===== config.mk =====
export PLATFORM = sky130hd
export DESIGN_NAME = seq_mdu
export DESIGN_NICKNAME = d
export VERILOG_FILES = /design/src/rtl/mdu_pkg.sv /design/src/rtl/mdu_divstep.sv /design/src/rtl/seq_mdu.sv
export SDC_FILE = /design/constraint.sdc
export NUM_CORES = 1
export LEC_CHECK = 0
export ABC_CLOCK_PERIOD_IN_PS = 5800
export BUFFER_PORTS_ARGS = -buffer_cell sky130_fd_sc_hd__buf_2
export CAP_MARGIN = 20
export CORE_AREA = 5 5 257 134
export DETAILED_ROUTE_END_ITERATION = 6
export DIE_AREA = 0 0 262 139
export HOLD_SLACK_MARGIN = 0.12
export PLACE_DENSITY = 0.81
export SETUP_SLACK_MARGIN = 0.05
export SYNTH_ARGS = -nofsm -noshare
export SYNTH_HDL_FRONTEND = slang
export SYNTH_HIERARCHICAL = 1
export SYNTH_SLANG_ARGS = --single-unit

===== constraint.sdc =====
create_clock -name clk -period 5.8 [get_ports clk]
set_clock_uncertainty 0.15 [all_clocks]
set_input_delay 0.58 -clock clk [delete_from_list [all_inputs] [get_ports clk]]
set_output_delay 0.58 -clock clk [all_outputs]
set_load 0.01 [all_outputs]

===== src/rtl/mdu_pkg.sv =====
// Shared encodings and op-class helpers for the sequential multiply/divide unit.
package mdu_pkg;

    typedef enum logic [3:0] {
        OpNop   = 4'd0,
        OpMult  = 4'd1,
        OpMultu = 4'd2,
        OpDiv   = 4'd3,
        OpDivu  = 4'd4,
        OpMthi  = 4'd5,
        OpMtlo  = 4'd6,
        OpMadd  = 4'd7,
        OpMaddu = 4'd8,
        OpMsub  = 4'd9,
        OpMsubu = 4'd10
    } op_e;

    typedef enum logic {
        StIdle = 1'b0,
        StRun  = 1'b1
    } state_e;

    function automatic logic op_is_mul(input logic [3:0] op);
        return (op == OpMult) || (op == OpMultu);
    endfunction

    function automatic logic op_is_div(input logic [3:0] op);
        return (op == OpDiv) || (op == OpDivu);
    endfunction

    function automatic logic op_is_mac(input logic [3:0] op);
        return (op == OpMadd) || (op == OpMaddu) || (op == OpMsub) || (op == OpMsubu);
    endfunction

    function automatic logic op_is_sub(input logic [3:0] op);
        return (op == OpMsub) || (op == OpMsubu);
    endfunction

    function automatic logic op_is_signed(input logic [3:0] op);
        return (op == OpMult) || (op == OpDiv) || (op == OpMadd) || (op == OpMsub);
    endfunction

endpackage


===== src/rtl/mdu_divstep.sv =====
// One restoring-division step: shift in the next dividend bit, trial-subtract, emit quotient bit.
module mdu_divstep #(
    parameter int unsigned WIDTH = 32
) (
    input  logic [WIDTH-1:0] rem_in,
    input  logic [WIDTH-1:0] quo_in,
    input  logic [WIDTH-1:0] divisor,
    output logic [WIDTH-1:0] rem_out,
    output logic [WIDTH-1:0] quo_out
);

    logic [WIDTH:0] shifted;
    logic [WIDTH:0] diff;
    logic           qbit;

    always_comb begin
        shifted = {rem_in, quo_in[WIDTH-1]};
        diff    = shifted - {1'b0, divisor};
        qbit    = ~diff[WIDTH];  // no borrow: divisor fits
        rem_out = qbit ? diff[WIDTH-1:0] : shifted[WIDTH-1:0];
        quo_out = {quo_in[WIDTH-2:0], qbit};
    end

endmodule


===== src/rtl/seq_mdu.sv =====
// Sequential multiply/divide unit with HI/LO; one bit per cycle, WIDTH-cycle latency.
// Define SEQ_MDU_ACC_EN to enable MADD/MADDU/MSUB/MSUBU accumulation into {HI,LO}.
module seq_mdu
    import mdu_pkg::*;
#(
    parameter int unsigned WIDTH = 32
) (
    input  logic             clk,
    input  logic             reset_n,
    input  logic             start,
    input  logic [3:0]       op,
    input  logic [WIDTH-1:0] src_a,
    input  logic [WIDTH-1:0] src_b,
    input  logic             cancel,
    output logic             busy,
    output logic             done,
    output logic [WIDTH-1:0] hi,
    output logic [WIDTH-1:0] lo
);

    localparam int unsigned CW = $clog2(WIDTH);
    localparam int unsigned W2 = 2 * WIDTH;

    // Asynchronous assert, synchronous release.
    logic [1:0] rst_sync_q;
    logic       rst_int_n;

    always_ff @(posedge clk or negedge reset_n) begin
        if (!reset_n) rst_sync_q <= 2'b00;
        else          rst_sync_q <= {rst_sync_q[0], 1'b1};
    end
    assign rst_int_n = rst_sync_q[1];

    state_e           state_q;
    logic [CW-1:0]    count_q;
    logic [3:0]       op_q;
    logic [WIDTH-1:0] opnd_q;
    logic [W2-1:0]    work_q;
    logic             neg_q, rem_neg_q, done_q;
    logic [WIDTH-1:0] hi_q, lo_q;

    logic             in_signed, in_div, in_iter, a_neg, b_neg;
    logic [WIDTH-1:0] a_mag, b_mag;

    always_comb begin
        in_signed = op_is_signed(op);
        in_div    = op_is_div(op);
        in_iter   = op_is_mul(op) | in_div;
`ifdef SEQ_MDU_ACC_EN
        in_iter   = in_iter | op_is_mac(op);
`endif
        a_neg     = in_signed & src_a[WIDTH-1];
        b_neg     = in_signed & src_b[WIDTH-1];
        a_mag     = a_neg ? -src_a : src_a;
        b_mag     = b_neg ? -src_b : src_b;
    end

    logic [WIDTH-1:0] div_rem, div_quo, quo_res, rem_res, commit_hi, commit_lo;
    logic [WIDTH:0]   mul_sum;
    logic [W2-1:0]    mul_next, step_next, prod_res;

    mdu_divstep #(.WIDTH(WIDTH)) u_divstep (
        .rem_in  (work_q[W2-1:WIDTH]),
        .quo_in  (work_q[WIDTH-1:0]),
        .divisor (opnd_q),
        .rem_out (div_rem),
        .quo_out (div_quo)
    );

    always_comb begin
        mul_sum   = {1'b0, work_q[W2-1:WIDTH]} + (work_q[0] ? {1'b0, opnd_q} : '0);
        mul_next  = {mul_sum, work_q[WIDTH-1:1]};
        step_next = op_is_div(op_q) ? {div_rem, div_quo} : mul_next;
        prod_res  = neg_q ? -mul_next : mul_next;
        quo_res   = neg_q ? -div_quo : div_quo;
        rem_res   = rem_neg_q ? -div_rem : div_rem;
        if (op_is_div(op_q)) begin
            {commit_hi, commit_lo} = {rem_res, quo_res};
`ifdef SEQ_MDU_ACC_EN
        end else if (op_is_mac(op_q)) begin
            if (op_is_sub(op_q)) {commit_hi, commit_lo} = {hi_q, lo_q} - prod_res;
            else                 {commit_hi, commit_lo} = {hi_q, lo_q} + prod_res;
`endif
        end else begin
            {commit_hi, commit_lo} = prod_res;
        end
    end

    always_ff @(posedge clk or negedge rst_int_n) begin
        if (!rst_int_n) begin
            state_q   <= StIdle;
            count_q   <= '0;
            op_q      <= '0;
            opnd_q    <= '0;
            work_q    <= '0;
            neg_q     <= 1'b0;
            rem_neg_q <= 1'b0;
            done_q    <= 1'b0;
            hi_q      <= '0;
            lo_q      <= '0;
        end else begin
            done_q <= 1'b0;
            unique case (state_q)
                StIdle: begin
                    if (start && !cancel) begin
                        if (in_iter) begin
                            state_q   <= StRun;
                            count_q   <= '0;
                            op_q      <= op;
                            opnd_q    <= in_div ? b_mag : a_mag;
                            work_q    <= {{WIDTH{1'b0}}, (in_div ? a_mag : b_mag)};
                            // Divide by zero keeps an all-ones quotient regardless of sign.
                            neg_q     <= (a_neg ^ b_neg) & (!in_div || (src_b != '0));
                            rem_neg_q <= a_neg & in_div;
                        end else if (op == OpMthi) begin
                            hi_q <= src_a;
                        end else if (op == OpMtlo) begin
                            lo_q <= src_a;
                        end
                    end
                end
                StRun: begin
                    if (cancel) begin
                        state_q <= StIdle;
                    end else begin
                        work_q  <= step_next;
                        count_q <= count_q + 1'b1;
                        if (count_q == CW'(WIDTH - 1)) begin
                            state_q <= StIdle;
                            hi_q    <= commit_hi;
                            lo_q    <= commit_lo;
                            done_q  <= 1'b1;
                        end
                    end
                end
                default: state_q <= StIdle;
            endcase
        end
    end

    assign busy = (state_q == StRun);
    assign done = done_q;
    assign hi   = hi_q;
    assign lo   = lo_q;

endmodule


# Word level (Yosys, flattened, before mapping)
# Cells that the tools add are included.
# W data, S select, Z words.
[totals] memories=0 ff_bits=175 ram_bits=0 output_inout_bits=66 mem_bits_ro=0 word_cells=102 latchBits=0
[classes] mul=0 shift=0 n_mux=41 n_bitwise=8 add_sub_neg=8 n_div=0 eq_ne=19 magnitude_cmp=0 reduce_logical=15
[ops] cell="$mux W32" count=21
[ops] cell="$mux W64" count=5
[ops] cell="$neg A32 Y32" count=4
[ops] cell="$pmux W32 S2" count=2
[ops] cell="$pmux W64 S2" count=1
[ops] cell="$neg A64 Y64" count=1
[ops] cell="$add A32 B32 Y33" count=1
[ops] cell="$sub A33 B32 Y33" count=1
[ops] cell="$reduce_bool A32 Y1" count=1
[ops] cell="$eq A4 B3 Y1 const B" count=5
[ops] cell="$mux W5" count=3
[ops] cell="$ne A2 B2 Y1 const B" count=7
[ops] cell="$eq A4 B2 Y1 const B" count=3
[ops] cell="$pmux W5 S2" count=1
[ops] cell="$logic_or A1 B1 Y1" count=7
[ops] cell="$mux W1" count=7
[ops] cell="$reduce_and A3 Y1" count=2
[ops] cell="$reduce_and A6 Y1" count=1
[ops] cell="$add A5 B1 Y5 const B" count=1
[ops] cell="$eq A5 B5 Y1 const B" count=1
[ops] cell="$reduce_and A5 Y1" count=1
[ops] cell="$and A1 B1 Y1" count=4
[ops] cell="$eq A4 B1 Y1 const B" count=1
[ops] cell="$eq A4 B4 Y1 const B" count=1
[ops] cell="other kinds (7)" count=9

# Depth between registers and ports, before layout
[depth] word_depth=10 ltp_mapped=25 ltp_nobuf=24

# Modules after synthesis
# The synthesis kept the hierarchy.
[by_module_without_submodules] mod="seq_mdu" area_per_inst_um2=15265.9 instances=1 cells_each=2033
[by_module_without_submodules] mod="mdu_divstep" area_per_inst_um2=2598.7 instances=1 cells_each=337

# Worst setup path before layout
# Ideal clock, no wire load.
[synth_path] path_kind="register to register" from="register work_q[31]" to="register hi_q[31] (netlist: hi[31])" required_ns=5.519 stages_incl_launch_ff=25 setup_ns=0.131 synth_period_minus_slack_ns=6.271 setup_slack_ns=-0.471 arrival_ns=5.991 path_cell_list="dfrtp_1 -> inv_1 -> ha_1 -> fa_1 -> and2b_1 -> o2111ai_2 -> a21oi_2 -> o2111ai_1 -> a211oi_2 -> nor2_4 -> mux2i_4 -> and2_4 -> buf_12 -> inv_8 -> mux2_2 -> or4_1 -> or4_1 -> or3b_1 -> nand2b_1 -> or4_4 -> o31ai_1 -> xor2_1 -> o21ai_1 -> a221oi_1 -> nand3_1"
[synth_via] elab_chain_cells=8 word_cells_on_any_way=10 classes_between="add/sub: 3; mux: 7"
[synth_lines] element="start, declared" line="seq_mdu.sv:38" source="logic [W2-1:0] work_q;"
[synth_lines] element="start signal, assigned" line="seq_mdu.sv:111" source="work_q <= {{WIDTH{1'b0}}, (in_div ? a_mag : b_mag)};"
[synth_lines] element="start signal, assigned" line="seq_mdu.sv:126" source="work_q <= step_next;"
[synth_lines] element="$sub A33 B32 Y33" line="mdu_divstep.sv:18" source="diff = shifted - {1'b0, divisor};"
[synth_lines] element="$mux W32" line="mdu_divstep.sv:20" source="rem_out = qbit ? diff[WIDTH-1:0] : shifted[WIDTH-1:0];"
[synth_lines] element="via div_rem[5]" line="seq_mdu.sv:58" source="logic [WIDTH-1:0] div_rem, div_quo, quo_res, rem_res, commit_hi, commit_lo;"
[synth_lines] element="$neg A32 Y32" line="seq_mdu.sv:76" source="rem_res = rem_neg_q ? -div_rem : div_rem;"
[synth_lines] element="$mux W32" line="seq_mdu.sv:76"
[synth_lines] element="$mux W32" line="seq_mdu.sv:77" source="if (op_is_div(op_q)) begin"
[synth_lines] element="$mux W32" line="seq_mdu.sv:128" source="if (count_q == CW'(WIDTH - 1)) begin"
[synth_lines] element="$mux W32" line="seq_mdu.sv:123" source="if (cancel) begin"
[synth_lines] element="$pmux W32 S2" line="seq_mdu.sv:103" source="unique case (state_q)"
[synth_lines] element="end signal, assigned" line="seq_mdu.sv:116" source="hi_q <= src_a;"
[synth_lines] element="end signal, assigned" line="seq_mdu.sv:130" source="hi_q <= commit_hi;"
[synth_lines] element="end, declared" line="seq_mdu.sv:40" source="logic [WIDTH-1:0] hi_q, lo_q;"
# The timed path passes the listed nets, and every way through them passes these cells. The select of a mux whose other input is x is not followed.
# A chain may end at the register's enable or synchronous reset.

# Final worst setup path
[layout_path] from="register opnd_q[0]" to="register hi_q[29] (netlist: hi[29])"
[layout_via] elab_chain_cells=8 word_cells_on_any_way=12 classes_between="add/sub: 4; mux: 8"
[layout_lines] element="start, declared" line="seq_mdu.sv:37" source="logic [WIDTH-1:0] opnd_q;"
[layout_lines] element="start signal, assigned" line="seq_mdu.sv:110" source="opnd_q <= in_div ? b_mag : a_mag;"
[layout_lines] element="$sub A33 B32 Y33" line="mdu_divstep.sv:18"
[layout_lines] element="$mux W32" line="mdu_divstep.sv:20"
[layout_lines] element="via div_rem[5]" line="seq_mdu.sv:58"
[layout_lines] element="$neg A32 Y32" line="seq_mdu.sv:76"
[layout_lines] element="$mux W32" line="seq_mdu.sv:76"
[layout_lines] element="$mux W32" line="seq_mdu.sv:77"
[layout_lines] element="$mux W32" line="seq_mdu.sv:128"
[layout_lines] element="$mux W32" line="seq_mdu.sv:123"
[layout_lines] element="$pmux W32 S2" line="seq_mdu.sv:103"
# The timed path passes the listed nets, and every way through them passes these cells. The select of a mux whose other input is x is not followed.

==> run_results.csv <==
group,metric,value,unit
run_status,outcome,"complete, but fails checks",
run_status,violations,"DRC, setup timing",
layout,drive_gt1_share,17.16,%
global_routing,first_global_vias,17139,
sta,maxSlewViolCount,0,
worst_hold_path,hold_path_class,"reg -> async",
floorplan,num_io_pins,138,
power,switching_share,48.59,%
global_routing,overflow,0,
setup_path,rr_worst_depth,22,
yosys,ys_types,104,
place,dp_hpwl,53.36,mm
setup_path,slowest_stage,"or4_4",
setup_path,cp-start-kind,"flip-flop",
global_routing,grt-busiest-layer,"met1",
setup_path,worst-path-max-fanout,5,
sta,hold_violations,0,
yosys,yosys_warnings,6,
yosys,synth-seq-area-share,24.51,%
place,io_buffers,137,
routing,drc_errors,16,
setup_path,cp.buffers_inverters,2,
floorplan,row_count,47,
global_routing,grt_pass1_wl,104.7,mm
cts,clockBufferDepth,2,
sta,max-slew-margin-rel,18.71,%
place,gp_congestion,1.053,
routing,totalWireLength,70.19,mm
cts,cts_made_buffers,17,
power,leakage,0.008921,uW
yosys,ys.flop_type,"dfrtp_1",
power,ir_drop,0.2874,mV
yosys,syn-num-nets,2515,
global_routing,grt_max_degree,133,
yosys,async_flop_share,100.0,%
setup_path,rr_endpoint,"hi[29]",
yosys,netlist_area,17860,sq um
setup_path,required,5990,ps
setup_path,worst_path_dominant_cell_family,"simple AND/OR/NAND/NOR gates",
sta,setup_viol_count_final,5,
sta,timing.fmax,0.1627,GHz
setup_path,cp_data_arrival_time,6330,ps
global_routing,global_route.usage.met3,11.54,%
floorplan,die-area,36420,sq um
layout,final_cells,2960,
routing,viasPerCell,6.618,
power,internal-power,4853,uW
sta,rsz0062_at_grt,"true",
job,maxCapViolations,0,
power,p_sw,4588,uW
floorplan,start_util,55.54,%
place,dp.cells,2917,
cts,clk_latency,470,ps
power,clockPowerShare,13.5,%
cts,cts-root-buf,"clkbuf_16",
sta,fin_setup_tns,-1267,ps
setup_path,reg2reg_from,"opnd_q[0]",
power,p_seq_share,20.7,%
routing,vias,19588,
layout,num-nets-final,2650,
setup_path,worstSetupPathType,"reg -> reg",
sta,min_period,6145,ps
floorplan,die_y,139,microns
sta,hold_ws,188.1,ps
layout,final_cell_mix,"nand2_1 (367), nor2_1 (200), o21ai_0 (199)",
setup_path,cp_cell_sequence,"ha_2, fa_2, and2b_2, o2111ai_4, a21oi_4, o2111ai_4, a211oi_4, nor2_4, mux2i_4, and2_4, inv_8, mux2_4, or4_4, or4_4, or3b_4, nand2b_4, or4_4, buf_4, o31ai_4, xnor2_1, a221oi_2, o21ai_1",
routing,first_pass_iters,7,
yosys,syn_inst,2370,
cts,cts_tree,"done",
routing,post_drt_wl_per_cell,23.71,microns
global_routing,use_met2,48.18,%
setup_path,cpPeakStageDelay,600,ps
sta,finalCritPeriodShare,105.9,%
cts,htreeDepth,4,
setup_path,worst_setup_path_end_kind,"flip-flop",
sta,layout_setup_ws,-344.6,ps
routing,drtIter0Drc,3045,
global_routing,grt_use_total,36.91,%
routing,ant_nets,0,
power,p_per_area,465.2,nW/um^2
cts,clkTransAtPathRegs,80,ps
yosys,synth_edf_count,0,
yosys,yosys_register_bits,175,
sta,worst_pin_slew,1216,ps
global_routing,antenna_found_initial,2,
floorplan,core,32170,sq um
layout,layout_commonest_cell,"nand2_1",
setup_path,crit_top_cell,"or4_4",
layout,syn2layout_area_growth,13.61,%
global_routing,use_met1,57.03,%
floorplan,die_x,262,microns
yosys,syn_area_per_cell,7.538,sq um
power,combPwrFrac,65.8,%
cts,clock-sinks,175,
setup_path,ff2ff_setup_slack,-340,ps
## cells in the mapped netlist, drive strengths merged, types with 16 or more instances
library cell  count  area share [%]
a211oi           39             1.7
a21o             35             1.5
a21oi           177             5.0
a31oi            52             1.8
and2             50             1.8
buf              64             2.5
clkbuf          107             2.2
dfrtp           175              25
ha               71             5.0
inv              65             1.4
mux2             27             2.1
mux2i            35             2.0
nand2           370             7.8
nand3            36             1.0
nand4            22            0.77
nor2            201             4.3
nor3             34            0.95
nor4             23            0.95
o211ai           54             2.3
o21ai           211             5.9
o31ai            56             2.4
o41ai            17            0.98
or2              16            0.57
or3              25            0.88
or4              25             1.1
xnor2           115             5.6
xor2             98             4.8
## through the flow
stage	total power, uW	instance area, sq um	utilization, %	setup WS, ps
floorplan	5739	17940	-	-220.0
global placement	7521	19440	60.43	-197.7
detailed placement	7640	19450	60.45	-283.1
CTS	8983	20130	62.57	-255.0
global route	9888	20300	63.09	-444.9
finish	9442	20300	63.09	-344.6
## sequential cells by signal, summed over array words and instances (netlist names), 2 cells and up
register    count
hi             32
work_q         64
opnd_q         32
lo             32
rst_sync_q      2
op_q            4
count_q         5
## cell type report
cell class / count / area (sq um)
diodes: 1 / 2.502
well taps: 441 / 551.8
inverters: 66 / 255.2
clock inverters: 12 / 157.7
flip-flops and latches: 175 / 4388
multi-input cells: 1956 / 12620
clock buffers: 20 / 456.7
fillers: 2848 / 11870
repair buffers: 289 / 1866
## worst max-delay path by stage
stage / startpoint / cells after the start / slack, ps / endpoint
finish: opnd_q[0] / 22 / -340 / hi[29]
global route: opnd_q[0] / 22 / -440 / hi[25]
CTS: opnd_q[0] / 22 / -250 / hi[25]
detailed placement: opnd_q[0] / 22 / -280 / hi[25]
global placement: opnd_q[0] / 22 / -200 / hi[25]
floorplan: work_q[31] / 24 / -220 / hi[31]
## metal layers
layer	routed length, microns	share of wire (%)
met1	29770	42
met2	26890	38
met3	10980	16
met4	2438	3.5
met5	104	0.15
## logic make-up after synthesis
logic type,after synthesis,share of synthesized area (%)
other cells,1,0.02099
fa+ha+maj,73,5.197
buf+inv,239,6.303
mux,63,4.258
simple gates,867,22.85
xor+xnor,213,10.44
compound gates,739,26.41
flops,175,24.51
## power by group through the flow
stage	Clock, uW	Combinational [uW]	Sequential, uW
global route	1330	6570	1990
floorplan	0	3890	1850
detailed placement	0	5690	1950
CTS	1270	5770	1930
global placement	0	5590	1930
finish	1270	6210	1960
## timing repair
action	in CTS	in global routing
setup endpoints to repair	6	13
hold buffers	1	0
resized for setup	8	21
buffers inserted	4	7
endpoints found under the hold margin	2	0
pin swaps	4	21
No activity file was read; power rests on OpenSTA's default activity.
